==> src/rtl/prm_edge_scan_ctrl.sv <==
// Streams voxel codes into a bank of PRM edge checkers and accumulates a sticky blocked-edge vector.
// Optional PRM_EARLY_EXIT_EN: stop issuing codes once every edge is blocked.
module prm_edge_scan_ctrl #(
   parameter int unsigned N_EDGE  = 8,
   parameter int unsigned CHK_LAT = 1,
   parameter int unsigned CNT_W   = 7
) (
   input  logic              clk,
   input  logic              rst_n,
   input  logic              frame_start,
   input  logic              vox_valid,
   output logic              vox_ready,
   input  logic [14:0]       vox_code,
   input  logic              vox_last,
   output logic [14:0]       chk_code,
   input  logic [N_EDGE-1:0] chk_mask,
   output logic [N_EDGE-1:0] blocked,
   output logic [CNT_W-1:0]  blocked_cnt,
   output logic              busy,
   output logic              done
);

   typedef enum logic [1:0] {IDLE, SCAN, DRAIN, FIN} state_t;

   state_t               state;
   logic [CHK_LAT-1:0]   tag_sr;
   logic [CHK_LAT-1:0]   tag_shift;
   logic [N_EDGE-1:0]    blk_nxt;
   logic                 accept;
   logic                 issue;

   function automatic logic [CNT_W-1:0] popcnt(input logic [N_EDGE-1:0] v);
      logic [CNT_W-1:0] c;
      c = '0;
      for (int unsigned i = 0; i < N_EDGE; i++) c = c + CNT_W'(v[i]);
      return c;
   endfunction

   always_comb begin
      accept  = vox_valid & vox_ready & (state == SCAN);
      blk_nxt = tag_sr[CHK_LAT-1] ? (blocked | chk_mask) : blocked;
`ifdef PRM_EARLY_EXIT_EN
      // Freeze decision uses the mask landing this edge so a fully blocked bank stops at once.
      issue   = accept & ~(&blk_nxt);
`else
      issue   = accept;
`endif
      tag_shift = (tag_sr << 1) | CHK_LAT'(issue);
   end

   always_ff @(posedge clk) begin
      if (!rst_n) begin
         state       <= IDLE;
         tag_sr      <= '0;
         vox_ready   <= 1'b0;
         chk_code    <= '0;
         blocked     <= '0;
         blocked_cnt <= '0;
         busy        <= 1'b0;
         done        <= 1'b0;
      end else begin
         done <= 1'b0;
         if (frame_start) begin
            // Abort or restart: in-flight tags are dropped, and a colliding FIN loses its done pulse.
            state       <= SCAN;
            tag_sr      <= '0;
            blocked     <= '0;
            blocked_cnt <= '0;
            vox_ready   <= 1'b1;
            busy        <= 1'b1;
         end else begin
            blocked <= blk_nxt;
            tag_sr  <= tag_shift;
            if (issue) chk_code <= vox_code;
            case (state)
               IDLE: ;
               SCAN: begin
                  if (accept && vox_last) begin
                     state     <= DRAIN;
                     vox_ready <= 1'b0;
                  end
               end
               DRAIN: begin
                  if (tag_shift == '0) begin
                     state <= FIN;
                     busy  <= 1'b0;
                  end
               end
               FIN: begin
                  blocked_cnt <= popcnt(blocked);
                  done        <= 1'b1;
                  state       <= IDLE;
               end
               default: state <= IDLE;
            endcase
         end
      end
   end

endmodule

==> config.mk <==
export PLATFORM = sky130hd
export DESIGN_NAME = prm_edge_scan_ctrl
export DESIGN_NICKNAME = d
export VERILOG_FILES = /design/src/rtl/prm_edge_scan_ctrl.sv
export SDC_FILE = /design/constraint.sdc
export NUM_CORES = 1
export LEC_CHECK = 0
export ABC_AREA = 1
export BUFFER_PORTS_ARGS = -buffer_cell sky130_fd_sc_hd__buf_2
export CAP_MARGIN = 10
export CORE_UTILIZATION = 47
export CTS_CLUSTER_DIAMETER = 120
export CTS_CLUSTER_SIZE = 10
export DETAILED_ROUTE_END_ITERATION = 6
export GPL_ROUTABILITY_DRIVEN = 0
export PLACE_DENSITY = 0.78
export SETUP_SLACK_MARGIN = 0.4
export SLEW_MARGIN = 25
export SYNTH_ARGS = -nofsm -noshare
export SYNTH_HDL_FRONTEND = slang
export SYNTH_SLANG_ARGS = --single-unit
export TNS_END_PERCENT = 10
==> constraint.sdc <==
create_clock -name clk -period 3.75 [get_ports clk]
set_input_delay 0.5625 -clock clk [delete_from_list [all_inputs] [get_ports clk]]
set_output_delay 0.5625 -clock clk [all_outputs]
set_load 0.02 [all_outputs]
* Word-level counts from Yosys, hierarchy flattened
Index checks and enable logic that the tools add are counted.
** Storage, ports and cells
- Register bits :: 36
- Output and inout port bits :: 33
** Cells by class
- Add/subtract/negate cells :: 7
- Equality and inequality tests :: 8
- Muxes and demuxes :: 11
- Bitwise operators :: 5
- Reduce and logical (&&, ||, !) cells :: 12
** Operator list (count)
- 1-bit 2-to-1 mux :: 8
- 8-bit OR :: 1
- 6-bit by 1-bit adder with 7-bit output :: 1
- 7-bit by 1-bit adder with 7-bit output :: 1
- 5-bit by 1-bit adder with 6-bit output :: 1
- 2-bit one-hot mux with 3 select lines :: 1
- 2-bit AND reduction :: 3
- 3-bit AND reduction :: 2
- 2-bit nonzero test :: 3
- 4-bit by 1-bit adder with 5-bit output :: 1
- 3-bit by 1-bit adder with 4-bit output :: 1
- 2-bit == test, second input constant :: 2
- 2-bit 2-to-1 mux :: 2
- 2-bit inequality test, second input constant :: 2
- 4-bit nonzero test :: 1
- 2-bit by 1-bit adder with 3-bit output :: 1
- 3-bit by 2-bit inequality test with 1-bit output, second input constant :: 1
- 3-bit inequality test, second input constant :: 1
- 3-bit nonzero test :: 1
- 1-bit by 1-bit adder with 2-bit output :: 1
- 1-bit bitwise AND :: 2
- 2-bit by 1-bit == test with 1-bit output, second input constant :: 1
- 2-bit by 1-bit inequality test with 1-bit output, second input constant :: 1
- 1-bit inverter :: 2
- other kinds (2) :: 2

* Longest topological paths before layout
Gate-level depths: netlist of run 1.
- Depth in word-level cells :: 7
- Gate-level depth with buffers :: 10
- Gate-level depth less buffers :: 10

* Worst setup path before layout of run 1
No wires, ideal clock.
- Kind :: reg2reg
- Start point :: reg blocked[0]
- End point :: reg blocked_cnt[1]
- Arrival time :: 2.843 ns
- Required time :: 3.664 ns
- Slack :: 0.821 ns
- Cell stages (with the launch flop) :: 10
- Period minus slack after synthesis :: 2.929 ns
- Cell sequence :: dfxtp_1 > inv_1 > fa_1 > fa_1 > fa_1 > inv_1 > ha_1 > inv_1 > fa_1 > a211oi_1
** Between the ends
- Longest elaborated chain between the ends :: 7
** Ends and longest elaborated chain
- from (decl) :: RTL line 17 : output logic [N_EDGE-1:0] blocked,
- from (signal assigned) :: RTL line 72 : blocked <= blk_nxt;
- 1-bit by 1-bit adder with 2-bit output :: RTL line 35 : for (int unsigned i = 0; i < N_EDGE; i++) c = c + CNT_W'(v[i]);
- 2-bit by 1-bit adder with 3-bit output :: RTL line 35
- 3-bit by 1-bit adder with 4-bit output :: RTL line 35
- 4-bit by 1-bit adder with 5-bit output :: RTL line 35
- 5-bit by 1-bit adder with 6-bit output :: RTL line 35
- 6-bit by 1-bit adder with 7-bit output :: RTL line 35
- 7-bit by 1-bit adder with 7-bit output :: RTL line 35
- to (signal assigned) :: RTL line 90 : blocked_cnt <= popcnt(blocked);
- to (decl) :: RTL line 18 : output logic [CNT_W-1:0] blocked_cnt,
No other way between the ends.
A chain may end at the register's enable or synchronous reset.

* Worst setup path in the final report of run 1
Ends and elaborated chain as after synthesis.

==> results of run 1 <==
layer usage:
metal	part of all wire, %	vias to the layer above
li1	-	697
met1	45	562
met2	46	43
met3	7.8	6
met4	1.8	0
met5	0	-
cells in the mapped netlist (2+ instances only):
library cell	count	share of area [%]
buf_2	3	1.0
buf_6	2	1.5
ha_1	3	2.5
buf_1	2	0.51
nor2_4	2	1.5
a21oi_1	12	4.1
o21ai_0	3	1.0
fa_1	4	5.4
nor2_1	37	9.4
nand2_1	28	7.1
nand3_1	19	6.4
nand2_2	2	0.85
dfxtp_1	33	45
inv_1	34	8.6
buf_4	3	1.5
cell type report:
class	instances	area [sq um]	area share, %
inverters	35	131	7.26
flip-flops and latches	33	661	36.5
well taps	42	52.6	2.90
multi-input cells	119	626	34.6
clock buffers	7	55.1	3.04
repair buffers	57	285	15.8
critical path, stage by stage, from the launching register on:
cell and delay, ns:
dfxtp_1 0.34, inv_1 0.07, fa_1 0.56, fa_1 0.43, fa_1 0.51, inv_1 0.05, ha_1 0.18, inv_1 0.07
fa_1 0.40, a211oi_1 0.22
power groups by stage:
stage | Clock [mW] | Combinational, mW | Sequential (mW)
2_1_floorplan | 0 | 0.0349 | 0.375
3_3_place_gp | 0 | 0.0607 | 0.369
3_5_place_dp | 0 | 0.0615 | 0.369
4_1_cts | 0.209 | 0.0617 | 0.361
5_1_grt | 0.223 | 0.0688 | 0.362
6_report | 0.201 | 0.0610 | 0.361
worst paths after layout:
check              endpoint  slack, ns  cells past startpoint
min reg2reg            busy       0.46                      2
max          blocked_cnt[1]       0.85                      9
min              blocked[2]       0.46                      3
max reg2reg  blocked_cnt[1]       0.85                      9
registers in the layout (all words and copies together), names as in the netlist:
signal,cells
vox_ready,1
busy,1
blocked,8
tag_sr,1
done,1
blocked_cnt,4
chk_code,15
state,2
through the flow:
step	setup WS, ns	cell area (sq um)
floorplan	0.821	1490
global placement	0.938	1760
detailed placement	0.895	1760
CTS	0.861	1810
global route	0.692	1810
finish	0.855	1810
logic make-up (layout without fill, tap and decap cells):
family | count (synthesis) | count (layout) | synth area share (%)
compound gates | 18 | 18 | 6.69
buf+inv | 45 | 99 | 13.5
flops | 33 | 33 | 44.7
xor+xnor | 1 | 1 | 0.593
simple gates | 90 | 90 | 26.3
fa+ha+maj | 7 | 7 | 7.96
other cells | 1 | 3 | 0.254
==> metrics, run 1 <==
status complete, but fails checks; failing checks design-rule violations; Clock power frac 32.3%; internal power 0.468 mW; Remaining Overflow, GRT 0; Routed WL per cell 9.92 um; Pleak 0.934 nW; # diodes 0; Final min period ~2.9 ns; sequential-to-total area share from yosys stat approximately 45%; Crit. Startpoint blocked[0]; CP arrival between 3 and 4 ns; largest net degree at the start of global routing 19; DP Cell Count 286; period utilisation layout between 70% and 80%; Crit Path Category register to register; Nets roughly 290; number of synthesized flops with an enable pin 0; CP Capture Type register; commonest cells after routing, fill and taps aside 57 x buf_2, 37 x nor2_1, 34 x inv_1; top_reg_cell synth dfxtp_1; asr flop ratio synth 0%; sequential share of power 57.9%; filler cell count 284; commonest non-fill, non-tap cell in the layout buf_2; Synth Cell Area about 0.0015 sq mm; initial antenna violation count 0; global-route wire length before repair 4710 um; Area Growth Syn to Fin 22.5%; synth warn 0; Setup TNS Final 0 ns; via count 1,308; layout cell share with drive strength beyond 1 27.9%; CTS tree built; Gate power share about a tenth; Avg Cell Area, Syn 7.58 sq um; GRT busiest layer met2; # clock sinks 33; Post-Layout Cell Count slightly below 300; Die H 58.1 um; Syn Inst Count 195; Core Box Area ~0.0029 sq mm; RSZ-0062 raised after global routing no; worst hold path startpoint chk_mask[2]; Switching Share 24.9%; cts bufs inserted 5; root buf cell clkbuf_4; hold_ws 0.462 ns; first-pass detailed-route iteration total 7; Distinct cells, synth 23; # rows 19; Ports 61; DRT Wirelength between 2000 and 3000 um; Reg2Reg Launch Point blocked[0]; GR Util met3 6.92%; CTS resizes 0; PortBufs 57; final setup violation count 0; Setup crit start kind register; WP data required about 4.0 ns; final hold vios 0; Clock transition at path regs 0.09 ns; Initial Utilization 51.4%; Tot GR Track Use 18.8%; HPWL Detailed about 2200 um; Via-to-Cell Ratio 4.46; post-route ant nets 0; Hold WC Path Type input port to register; GR Util met1 around a fifth; Final Power 0.623 mW; PD cells 344 mW/mm^2; P_sw between 0.15 and 0.2 mW; maximum clock path buffer count 2; vias in the first global route 1,118; die area 0.00337 sq mm; Horiz. Die Dim roughly 58 um; Synth Register Bits 33; Peak VDD IR 0.000231 V; # Max-Cap Violations 0; Crit Path Max Fanout 2; Global Route met2 Usage roughly 32%; Post-CTS Setup Inserts 0; Hold Buf Count CTS 0; DR iter-0 viols 75; CTS H-tree lvls 2; Fmax 0.345 GHz; clk_lat worst skew 0.34 ns; worst clock skew 0.00729 ns; final routed DRC violation total 5; Slew Limit Fails 0; Final Util 62.9%
No activity file was read; power rests on OpenSTA's default activity.
==> inputs of run 2 (changes only) <==
--- a/config.mk
+++ b/config.mk
@@ -5,10 +5,10 @@
 export SDC_FILE = /design/constraint.sdc
 export NUM_CORES = 1
 export LEC_CHECK = 0
-export ABC_AREA = 1
+export ABC_AREA = 0
 export BUFFER_PORTS_ARGS = -buffer_cell sky130_fd_sc_hd__buf_2
 export CAP_MARGIN = 10
-export CORE_UTILIZATION = 47
+export CORE_UTILIZATION = 46
 export CTS_CLUSTER_DIAMETER = 120
 export CTS_CLUSTER_SIZE = 10
 export DETAILED_ROUTE_END_ITERATION = 6
==> constraint.sdc (replaced) <==
create_clock -name clk -period 3 [get_ports clk]
set_input_delay 0.45 -clock clk [delete_from_list [all_inputs] [get_ports clk]]
set_output_delay 0.45 -clock clk [all_outputs]
set_load 0.02 [all_outputs]
==> run 2 against run 1 <==
Net effect:
- the run still ends with design-rule violations left
- die area shrank 1.2%
- final cell count is 17% lower
- synthesized area fell by 3.4%
- sequential power increased by 25%
- register-to-register slack got worse by 0.72 ns
- non-clock buffer count rose by 1
- total power is 21% higher
- flip-flop and latch count unchanged
==> metrics, run 2 <==
synth warn 0; sequential-to-total area share from yosys stat 46.3%; DR iter-0 viols 31; Slew Limit Fails 0; Avg Cell Area, Syn 9.21 sq um; internal power 0.564 mW; status complete, but fails checks; # rows 19; top_reg_cell synth dfxtp_1; CP arrival 3.11 ns; final hold vios 0; first-pass detailed-route iteration total 6; CP Capture Type register; PD cells about 430 mW/mm^2; maximum clock path buffer count 2; layout cell share with drive strength beyond 1 34.4%; initial antenna violation count 0; cts bufs inserted 5; post-route ant nets 0; CTS tree built; count leader, synth nand2_1; Hold Path Stages 3; global-route wire length before repair 4000 um; Hold WC Path Type input port to register; die area 0.00333 sq mm; Routed WL per cell 9.90 um; Tot GR Track Use 16.0%; CTS H-tree lvls 2; final routed DRC violation total 3; Switching Share 25.3%; Crit Path Category register to register; largest net degree at the start of global routing 38; # Max-Cap Violations 0; Synth Register Bits 33; hold_ws 0.337 ns; Top reg by flops chk_code; Reg area 667 sq um; Syn Inst Count 155; Hold Buf Count CTS 0; WP data required approximately 3.2 ns; Area Growth Syn to Fin 22.2%; post-synth top area share 46.3%; Clock transition at path regs 0.10 ns; number of flip-flops in the largest register 15; Via-to-Cell Ratio 4.66; Fmax 0.350 GHz; Setup crit start kind register; dpl ws 0.122 ns; failing checks design-rule violations; final setup violation count 0; filler cell count 257; PortBufs 57; worst clock skew 0.00705 ns; Initial Utilization roughly half; Horiz. Die Dim 57.7 um; top flop regs chk_code: 15 flops, blocked: 8 flops, blocked_cnt: 4 flops; Crit Path Max Fanout 3; Worst slew margin 63.7%; DP Cell Count 234; Pleak between 0.8 and 0.9 nW; Die H 57.7 um; Post-Layout Cell Count 243; commonest non-fill, non-tap cell in the layout buf_2; clk_lat worst skew 0.34 ns; Synth area leader dfxtp_1; RSZ-0062 raised after global routing yes; period utilisation layout 95.4%; # clock sinks 33; P_sw between 0.15 and 0.2 mW; Peak VDD IR 0.000318 V; via count 1,132; Tightest Pin Transition around 0.55 ns; Nets between 200 and 250; ranking of synthesized cells by area dfxtp_1 46%, mux2i_1 11%, nand2_1 9.2%, fa_1 5.6%, a21oi_1 5.3%; most instantiated cells after synthesis 35 x nand2_1, 33 x dfxtp_1, 15 x a21oi_1, 15 x mux2i_1, 14 x inv_1; Synth Cell Area 0.00143 sq mm; Core Box Area around 0.0029 sq mm; # diodes 0; Clock power frac a little under a third; Multi-input gate area 642 sq um; asr flop ratio synth 0%; sequential share of power between 50% and 60%; worst setup margin ~0.14 ns; vias in the first global route about 990; HPWL Detailed 1740 um; commonest cells after routing, fill and taps aside 57 x buf_2, 35 x nand2_1, 30 x dfxtp_1; DRT Wirelength 2410 um; Final min period 2.86 ns; Setup TNS Final 0 ns; number of synthesized flops with an enable pin 0; root buf cell clkbuf_4; reg2reg path depth 9; Remaining Overflow, GRT 0; Distinct cells, synth 26; Ports 61; Gate power share 9.0%
==> run 2: repair_timing <==
item                       in CTS  in global routing
pin swaps                       4                  3
resized for setup               2                  0
setup endpoints to repair       3                  4
buffers inserted                1                  0
==> run 2: layout make-up <==
class,instances,share of cell area (%)
flip-flops and latches,33,38.2
multi-input cells,99,36.8
repair buffers,58,16.8
inverters,14,3.01
clock buffers,6,2.37
well taps,31,2.22
clock inverters,2,0.574
==> run 2: power groups by stage <==
stage	Sequential, mW	Clock, mW	Combinational, mW
after global placement	0.462	0	0.0681
after CTS	0.452	0.245	0.0685
final	0.452	0.236	0.0678
after detailed placement	0.462	0	0.0685
after floorplan	0.469	0	0.0401
after global routing	0.454	0.271	0.0755
==> run 2: cells by family (layout without fill, tap and decap cells) <==
group                    Yosys count  after routing  synth area share [%]
buffers and inverters             25             80                  9.64
AO/OA/AOI/OAI                     19             19                  7.63
flip-flops                        33             33                  46.3
AND/OR/NAND/NOR                   54             54                  16.8
other                              1              3                 0.263
XOR/XNOR                           1              1                 0.614
multiplexers                      15             15                  10.5
adder cells (fa/ha/maj)            7              7                  8.24
==> run 2: through the flow <==
stage	util [%]	power [mW]	cell area, sq um
3_3_place_gp	58.9	0.530	1680
3_5_place_dp	58.9	0.530	1680
4_1_cts	61.1	0.766	1740
2_1_floorplan	-	0.509	1440
5_1_grt	61.1	0.800	1740
6_report	61.1	0.755	1740
==> run 2: path summary, 6_finish.rpt <==
| path | slack, ns | to | from |
|---|---|---|---|
| max | 0.14 | blocked_cnt[1] | blocked[0] |
| min | 0.34 | blocked[2] | chk_mask[2] |
| max reg2reg | 0.14 | blocked_cnt[1] | blocked[0] |
| min reg2reg | 0.45 | blocked_cnt[3] | blocked_cnt[3] |
==> run 2: per-layer routing <==
metal | track usage [%] | up-vias | wire length [um] | share of wire [%]
li1 | - | 597 | - | -
met1 | 18.6 | 489 | 1080 | 45
met2 | 25.1 | 42 | 1100 | 46
met3 | 8.26 | 4 | 193 | 8.0
met4 | 6.46 | 0 | 29 | 1.2
met5 | 0 | - | 0 | 0
==> run 2: worst max-delay path, cell delays in order (launching register included) <==
cell      delay, ns
dfxtp_4        0.36
inv_1          0.05
fa_1           0.54
fa_1           0.42
fa_1           0.49
inv_1          0.04
ha_2           0.17
inv_1          0.07
fa_2           0.42
a311oi_1       0.21
